--- src/rtl/multicycle_controller.sv ---
// Control FSM for the multicycle RV32I datapath: sequences fetch/decode/execute/memory/writeback.
// Define ILLEGAL_TRAP_EN to trap unsupported instructions in a sticky ERROR state.
module multicycle_controller (
  input  logic       clk,
  input  logic       rst,
  input  logic [6:0] op,
  input  logic [2:0] funct3,
  input  logic       funct7b5,
  input  logic       zero,
  input  logic       lt,
  input  logic       bge,
  output logic [2:0] ALUControl,
  output logic [1:0] ALUSrcA,
  output logic [1:0] ALUSrcB,
  output logic [1:0] ResultSrc,
  output logic [2:0] ImmSrc,
  output logic       AdrSrc,
  output logic       IRWrite,
  output logic       MemWrite,
  output logic       RegWrite,
  output logic       PCWrite,
  output logic       illegal
);

  localparam logic [6:0] OP_LOAD   = 7'b0000011;
  localparam logic [6:0] OP_STORE  = 7'b0100011;
  localparam logic [6:0] OP_R      = 7'b0110011;
  localparam logic [6:0] OP_I      = 7'b0010011;
  localparam logic [6:0] OP_BRANCH = 7'b1100011;
  localparam logic [6:0] OP_JAL    = 7'b1101111;
  localparam logic [6:0] OP_JALR   = 7'b1100111;
  localparam logic [6:0] OP_LUI    = 7'b0110111;

  localparam logic [2:0] ALU_ADD  = 3'd0;
  localparam logic [2:0] ALU_SUB  = 3'd1;
  localparam logic [2:0] ALU_AND  = 3'd2;
  localparam logic [2:0] ALU_OR   = 3'd3;
  localparam logic [2:0] ALU_XOR  = 3'd4;
  localparam logic [2:0] ALU_SLT  = 3'd5;
  localparam logic [2:0] ALU_SLTU = 3'd6;

  typedef enum logic [3:0] {
    S_FETCH, S_DECODE, S_MEMADR, S_MEMREAD, S_MEMWB, S_MEMWRITE,
    S_EXECR, S_EXECI, S_ALUWB, S_BRANCH, S_JAL, S_JALR1, S_JALR2,
    S_LUI, S_ERROR
  } state_t;

  state_t     state, next_state, out_state;
  logic [2:0] alu_dec;
  logic       taken;
  logic       alu_f3_ok, br_f3_ok;

  always_ff @(posedge clk) begin
    if (rst) state <= S_FETCH;
    else     state <= next_state;
  end

  always_comb begin
    alu_dec = ALU_ADD;
    case (funct3)
      3'b000:  alu_dec = (op == OP_R && funct7b5) ? ALU_SUB : ALU_ADD;
      3'b010:  alu_dec = ALU_SLT;
      3'b011:  alu_dec = ALU_SLTU;
      3'b100:  alu_dec = ALU_XOR;
      3'b110:  alu_dec = ALU_OR;
      3'b111:  alu_dec = ALU_AND;
      default: alu_dec = ALU_ADD;
    endcase
  end

  always_comb begin
    taken = 1'b0;
    case (funct3)
      3'b000:  taken = zero;
      3'b001:  taken = !zero;
      3'b100:  taken = lt;
      3'b101:  taken = bge;
      default: taken = 1'b0;
    endcase
  end

  assign alu_f3_ok = (funct3 != 3'b001) && (funct3 != 3'b101);
  assign br_f3_ok  = (funct3 == 3'b000) || (funct3 == 3'b001) ||
                     (funct3 == 3'b100) || (funct3 == 3'b101);

  always_comb begin
    next_state = state;
    case (state)
      S_FETCH:    next_state = S_DECODE;
      S_DECODE: begin
        case (op)
          OP_LOAD, OP_STORE: next_state = S_MEMADR;
          OP_R:              next_state = S_EXECR;
          OP_I:              next_state = S_EXECI;
          OP_BRANCH:         next_state = S_BRANCH;
          OP_JAL:            next_state = S_JAL;
          OP_JALR:           next_state = S_JALR1;
          OP_LUI:            next_state = S_LUI;
`ifdef ILLEGAL_TRAP_EN
          default:           next_state = S_ERROR;
`else
          default:           next_state = S_FETCH;
`endif
        endcase
`ifdef ILLEGAL_TRAP_EN
        if (((op == OP_R || op == OP_I) && !alu_f3_ok) ||
            (op == OP_BRANCH && !br_f3_ok))
          next_state = S_ERROR;
`endif
      end
      S_MEMADR:   next_state = op[5] ? S_MEMWRITE : S_MEMREAD;
      S_MEMREAD:  next_state = S_MEMWB;
      S_MEMWB:    next_state = S_FETCH;
      S_MEMWRITE: next_state = S_FETCH;
      S_EXECR:    next_state = S_ALUWB;
      S_EXECI:    next_state = S_ALUWB;
      S_ALUWB:    next_state = S_FETCH;
      S_BRANCH:   next_state = S_FETCH;
      S_JAL:      next_state = S_ALUWB;
      S_JALR1:    next_state = S_JALR2;
      S_JALR2:    next_state = S_ALUWB;
      S_LUI:      next_state = S_FETCH;
      S_ERROR:    next_state = S_ERROR;
      default:    next_state = S_FETCH;
    endcase
  end

  // While reset is held the outputs present FETCH with every write enable suppressed.
  assign out_state = rst ? S_FETCH : state;

  always_comb begin
    ALUControl = ALU_ADD;
    ALUSrcA    = 2'b00;
    ALUSrcB    = 2'b00;
    ResultSrc  = 2'b00;
    ImmSrc     = 3'd0;
    AdrSrc     = 1'b0;
    IRWrite    = 1'b0;
    MemWrite   = 1'b0;
    RegWrite   = 1'b0;
    PCWrite    = 1'b0;
    case (out_state)
      S_FETCH: begin
        IRWrite = 1'b1; ALUSrcB = 2'b10; ResultSrc = 2'b10; PCWrite = 1'b1;
      end
      S_DECODE: begin
        ALUSrcA = 2'b01; ALUSrcB = 2'b01;
        ImmSrc  = (op == OP_JAL) ? 3'd3 : 3'd2;
      end
      S_MEMADR: begin
        ALUSrcA = 2'b10; ALUSrcB = 2'b01;
        ImmSrc  = op[5] ? 3'd1 : 3'd0;
      end
      S_MEMREAD:  AdrSrc = 1'b1;
      S_MEMWB: begin
        ResultSrc = 2'b01; RegWrite = 1'b1;
      end
      S_MEMWRITE: begin
        AdrSrc = 1'b1; MemWrite = 1'b1;
      end
      S_EXECR: begin
        ALUSrcA = 2'b10; ALUControl = alu_dec;
      end
      S_EXECI: begin
        ALUSrcA = 2'b10; ALUSrcB = 2'b01; ALUControl = alu_dec;
      end
      S_ALUWB:    RegWrite = 1'b1;
      S_BRANCH: begin
        ALUSrcA = 2'b10; ALUControl = ALU_SUB; PCWrite = taken;
      end
      S_JAL, S_JALR2: begin
        ALUSrcA = 2'b01; ALUSrcB = 2'b10; PCWrite = 1'b1;
      end
      S_JALR1: begin
        ALUSrcA = 2'b10; ALUSrcB = 2'b01;
      end
      S_LUI: begin
        ImmSrc = 3'd4; ResultSrc = 2'b11; RegWrite = 1'b1;
      end
      default: ;
    endcase
    if (rst) begin
      IRWrite  = 1'b0;
      MemWrite = 1'b0;
      RegWrite = 1'b0;
      PCWrite  = 1'b0;
    end
  end

`ifdef ILLEGAL_TRAP_EN
  assign illegal = (out_state == S_ERROR);
`else
  assign illegal = 1'b0;
`endif

endmodule
--- config.mk ---
export PLATFORM = sky130hd
export DESIGN_NAME = multicycle_controller
export DESIGN_NICKNAME = d
export VERILOG_FILES = /design/src/rtl/multicycle_controller.sv
export SDC_FILE = /design/constraint.sdc
export NUM_CORES = 1
export LEC_CHECK = 0
export CORE_AREA = 2 2 52 54
export CTS_CLUSTER_DIAMETER = 200
export CTS_CLUSTER_SIZE = 10
export DETAILED_ROUTE_END_ITERATION = 7
export DIE_AREA = 0 0 54 56
export PLACE_DENSITY = 0.71
export SLEW_MARGIN = 20
export SYNTH_ARGS = -nofsm -noshare
export SYNTH_HDL_FRONTEND = slang
export SYNTH_SLANG_ARGS = --single-unit
--- constraint.sdc ---
create_clock -name clk -period 4.2 [get_ports clk]
set_input_delay 0.63 -clock clk [delete_from_list [all_inputs] [get_ports clk]]
set_output_delay 0.63 -clock clk [all_outputs]
set_load 0.05 [all_outputs]
# Yosys cells after proc, flatten, opt, wreduce, memory -nomap -nowiden
# Cells that the tools add are included.
classes:
  n_eq_ne: 37
  muxes: 23
  reduce_logical: 14
op_table:
  columns: ["operator", "count"]
  rows:
  - ["$pmux W4 S7", 2]
  - ["$eq A4 B4 Y1 const B", 10]
  - ["$eq A4 B3 Y1 const B", 6]
  - ["$eq A7 B6 Y1 const B", 3]
  - ["$eq A7 B7 Y1 const B", 3]
  - ["$pmux W3 S6", 1]
  - ["$eq A4 B2 Y1 const B", 4]
  - ["$eq A3 B3 Y1 const B", 4]
  - ["$mux W1", 11]
  - ["$pmux W3 S3", 1]
  - ["$reduce_or A3 Y1", 3]
  - ["$eq A4 B1 Y1 const B", 2]
  - ["$logic_not A4 Y1", 2]
  - ["$pmux W2 S2", 2]
  - ["$reduce_or A4 Y1", 2]
  - ["$eq A7 B2 Y1 const B", 1]
  - ["$eq A7 B5 Y1 const B", 1]
  - ["$eq A3 B2 Y1 const B", 2]
  - ["$pmux W2 S3", 1]
  - ["$pmux W3 S2", 1]
  - ["$reduce_or A2 Y1", 3]
  - ["$reduce_or A5 Y1", 1]
  - ["$mux W4", 1]
  - ["$pmux W1 S4", 1]
  - ["6 further kinds", 6]
totals:
  register_bits: 4
  inputBits: 16
  word_cells: 75

# Longest topological paths before layout
logic_depth:
  word_depth: 5
  ltp_mapped: 6

# Least setup slack after synthesis
# No wires, ideal clock.
synth_timing:
  path_type: "reg2out"
  startpoint: "register state[0]"
  endpoint: "output port ResultSrc[0]"
  t_arrival_ps: 2454
  setup_slack_ps: 1116
  path_stages_with_launch: 5
  cell_sequence: "dfxtp_1 -> clkbuf_1 -> inv_1 -> nand2_1 -> nor4bb_1"
synth_via:
  elab_chain_cells: 3
  word_cells_on_any_way: 5
  classes_between: "eq/ne (2); mux (2); reduce/logical (1)"
synth_rtl:
  columns: ["item", "line_no", "source"]
  rows:
  - ["start, declared", "48", "state_t state, next_state, out_state;"]
  - ["start signal, assigned", "55", "else state <= next_state;"]
  - ["$mux W4 *", "129", "assign out_state = rst ? S_FETCH : state;"]
  - ["$eq A4 B4 Y1 (tied with other cells)", "142", "case (out_state)"]
  - ["$pmux W2 S3 *", "142", null]
  - ["end, declared", "15", "output logic [1:0] ResultSrc,"]
# Mark *: on every way between the ends. The rest lies on a longest branch, timed or not.

# Worst setup path in the final report
layout_timing:
  startpoint: "input port op[4]"
  endpoint: "output port ALUControl[0]"
layout_via:
  elab_chain_cells: 5
layout_rtl:
  columns: ["item", "line_no", "source"]
  rows:
  - ["start, declared", "6", "input logic [6:0] op,"]
  - ["$eq A7 B6 Y1", "61", "3'b000: alu_dec = (op == OP_R && funct7b5) ? ALU_SUB : ALU_ADD;"]
  - ["$logic_and A1 B1 Y1", "61", null]
  - ["$mux W1", "61", null]
  - ["$pmux W3 S6", "60", "case (funct3)"]
  - ["$pmux W3 S2", "142", null]
  - ["end, declared", "12", "output logic [2:0] ALUControl,"]
# No other way between the ends.

==> results.ini <==
[yosys]
async_flop_share_pct = 0
yosysMostFrequentCell = a21oi_1
synthesis.area_um2 = 702
synth_cell_type_count = 41
yosys.area.top_type = dfxtp_1
mappedNetlistNets = 127
synthCells = 111
ys_warn_count = 0
synth-main-ff-cell = dfxtp_1
synth_commonest_cells = 15 x a21oi_1, 11 x nor2_1, 8 x clkbuf_1
synth_area_leaders = dfxtp_1 11%, a21oi_1 11%, nor2_1 5.9%
synth.top_cell.area_share_pct = 11.4
ys_seq_area_share_pct = 11.4
syn_area_per_cell_um2 = 6.32
synth_seq_cells = 4
synth_edf_count = 0

[clocking]
numClockSinks = 4
clkSlewWorstSetupHoldPaths_ns = 0.03
clock_latency_ns = 0.23
cts_tree = done
numCtsBuffers = 3
cts.repair.resized = 0
cts-htree-levels = 1
post-cts-setup-buffers = 0
ctsHoldBuffers = 0
cts-root-buf = clkbuf_4
cts_buffer_depth = 2

[final_layout]
regMostFlops = state
drive_gt1_share_pct = 8.03
multi_input_area_um2 = 551
areaGrowthSynthToFinish_pct = 48.0
register_area_um2 = 80.1
nets = 155
diodes = 0
largest_reg_flops = 4
fin_util_pct = 42.7
top_regs = state (4)
fillCellCount = 261
stdcell_count = 167

[floorplan]
core-area_um2 = 2430
die_w_um = 54
die_h_um = 56
die_area_um2 = 3020
row_count = 18
start_util_pct = 28.9
ios = 34

[sta]
finalCriticalPeriod_ns = 3.32
hold_viol_final = 0
max_freq_mhz = 301
skew_ns = 0.00571
drv_slew = 0
rsz0062_at_grt = false
slew_headroom_pct = 56.7
setup_tns_ns = 0
setup_viol = 0
fin_crit_sh_pct = 79.1
worst_pin_slew_ns = 0.648

[grt]
gr-usage-all-layers_pct = 14.1
grt_pass1_wl_mm = 3.35
grt_pass1_vias = 832
grt-ovfl-total = 0
grt_max_degree = 22
antenna_found_initial = 0

[route]
vias_per_cell = 5.33
drtIter0Drc = 12
drt_wl_total_mm = 1.98
wire_per_inst_um = 11.9
drc = 0
dr.pass1.iters = 4
vias = 890
postRouteAntennaNets = 0

[setup_path]
start_kind = input pin
arrival_ns = 2.69
path_class = input pin to output port
reg2reg_to = state[0]
required_ns = 3.57
startpoint = op[4]
crit_path_end = ALUControl[0]
worstReg2RegStart = state[0]
cp-end-kind = output port
rr_worst_depth = 4
regToRegSetupSlack_ns = 2.53
worstPathMaxFanout = 5

[placed_design]
place_congestion = 0.799
io_buffer_count = 32
place_inst = 164

[power_and_ir_drop]
max-vdd-ir-drop_mv = 0.0786
p_per_area_nw_per_um2 = 165
power_leakage_nw = 0.345
total_power_mw = 0.171

[run]
maxCapViolations = 0

[min_path]
hold_class = flop to flop
worstHoldPathCells = 2

[status]
status = finished clean

-- cell type report --
class	count	area share (%)
clock buffer	3	2.17
inverter	6	2.17
multi-input combinational	91	53.0
sequential	4	7.71
tap	30	3.61
timing repair buffer	33	31.3
-- per-layer routing --
metal | global-route usage (%) | up-vias | wire length, um | part of all wire (%)
met5 | 0 | - | 0 | 0
met4 | 4.29 | 0 | 17 | 0.86
met3 | 3.49 | 2 | 137 | 6.9
met2 | 22.8 | 32 | 927 | 47
met1 | 17.9 | 404 | 901 | 45
li1 | - | 452 | - | -
-- critical path: stages --
cell and delay, ns:
clkdlybuf4s50_1 0.52, nor3b_1 0.31, a41oi_1 0.16, o31ai_1 0.23, clkdlybuf4s50_1 0.84
-- layout by cell type (no fill, tap or decap), types with 2 or more instances in the layout --
| cell type | instances |
|---|---|
| buf_4 | 2 |
| nand2_1 | 7 |
| or3_1 | 2 |
| inv_1 | 5 |
| or2_2 | 3 |
| nor3b_1 | 2 |
| clkbuf_4 | 3 |
| a21oi_1 | 15 |
| nor2b_1 | 4 |
| nor2_1 | 11 |
| dfxtp_1 | 4 |
| o32a_1 | 2 |
| clkdlybuf4s50_1 | 31 |
| xnor2_1 | 3 |
| nor4_1 | 2 |
| nand3_1 | 5 |
| nor3_1 | 6 |
| nand2b_1 | 3 |
| o211ai_1 | 2 |
| o21ai_0 | 4 |
-- per-stage QoR --
step | hold slack (ns) | instance area, um^2 | worst slack [ns]
after floorplan | 0.623 | 702 | 1.12
after global placement | 0.797 | 1020 | 0.937
after detailed placement | 0.802 | 1020 | 0.904
after CTS | 0.800 | 1040 | 0.878
after global routing | 0.875 | 1040 | 0.795
final | 0.806 | 1040 | 0.880
-- power by group --
| part | internal (mW) | switching (mW) | leakage [nW] | total, mW |
|---|---|---|---|---|
| registers | 0.0394 | 0.00516 | 0.0326 | 0.0445 |
| logic | 0.0353 | 0.0442 | 0.299 | 0.0794 |
| clock network | 0.0319 | 0.0154 | 0.0138 | 0.0474 |
| total | 0.107 | 0.0648 | 0.345 | 0.171 |
-- how the worst min path moves through the flow --
stage / start / endpoint / slack, ns
after floorplan: state[0] / state[0] / 0.62
after global placement: state[1] / state[2] / 0.80
after detailed placement: state[1] / state[2] / 0.80
after CTS: state[1] / state[2] / 0.80
after global routing: state[1] / state[2] / 0.87
final: state[1] / state[2] / 0.81
-- kinds of logic after synthesis --
group / after synthesis / share of synthesized area [%]
other cells: 1 / 0.534
xor+xnor: 3 / 3.74
mux: 2 / 3.03
buf+inv: 16 / 10.2
flops: 4 / 11.4
simple gates: 56 / 46.0
compound gates: 29 / 25.1
Note: power is estimated with default switching activity, not from simulation.
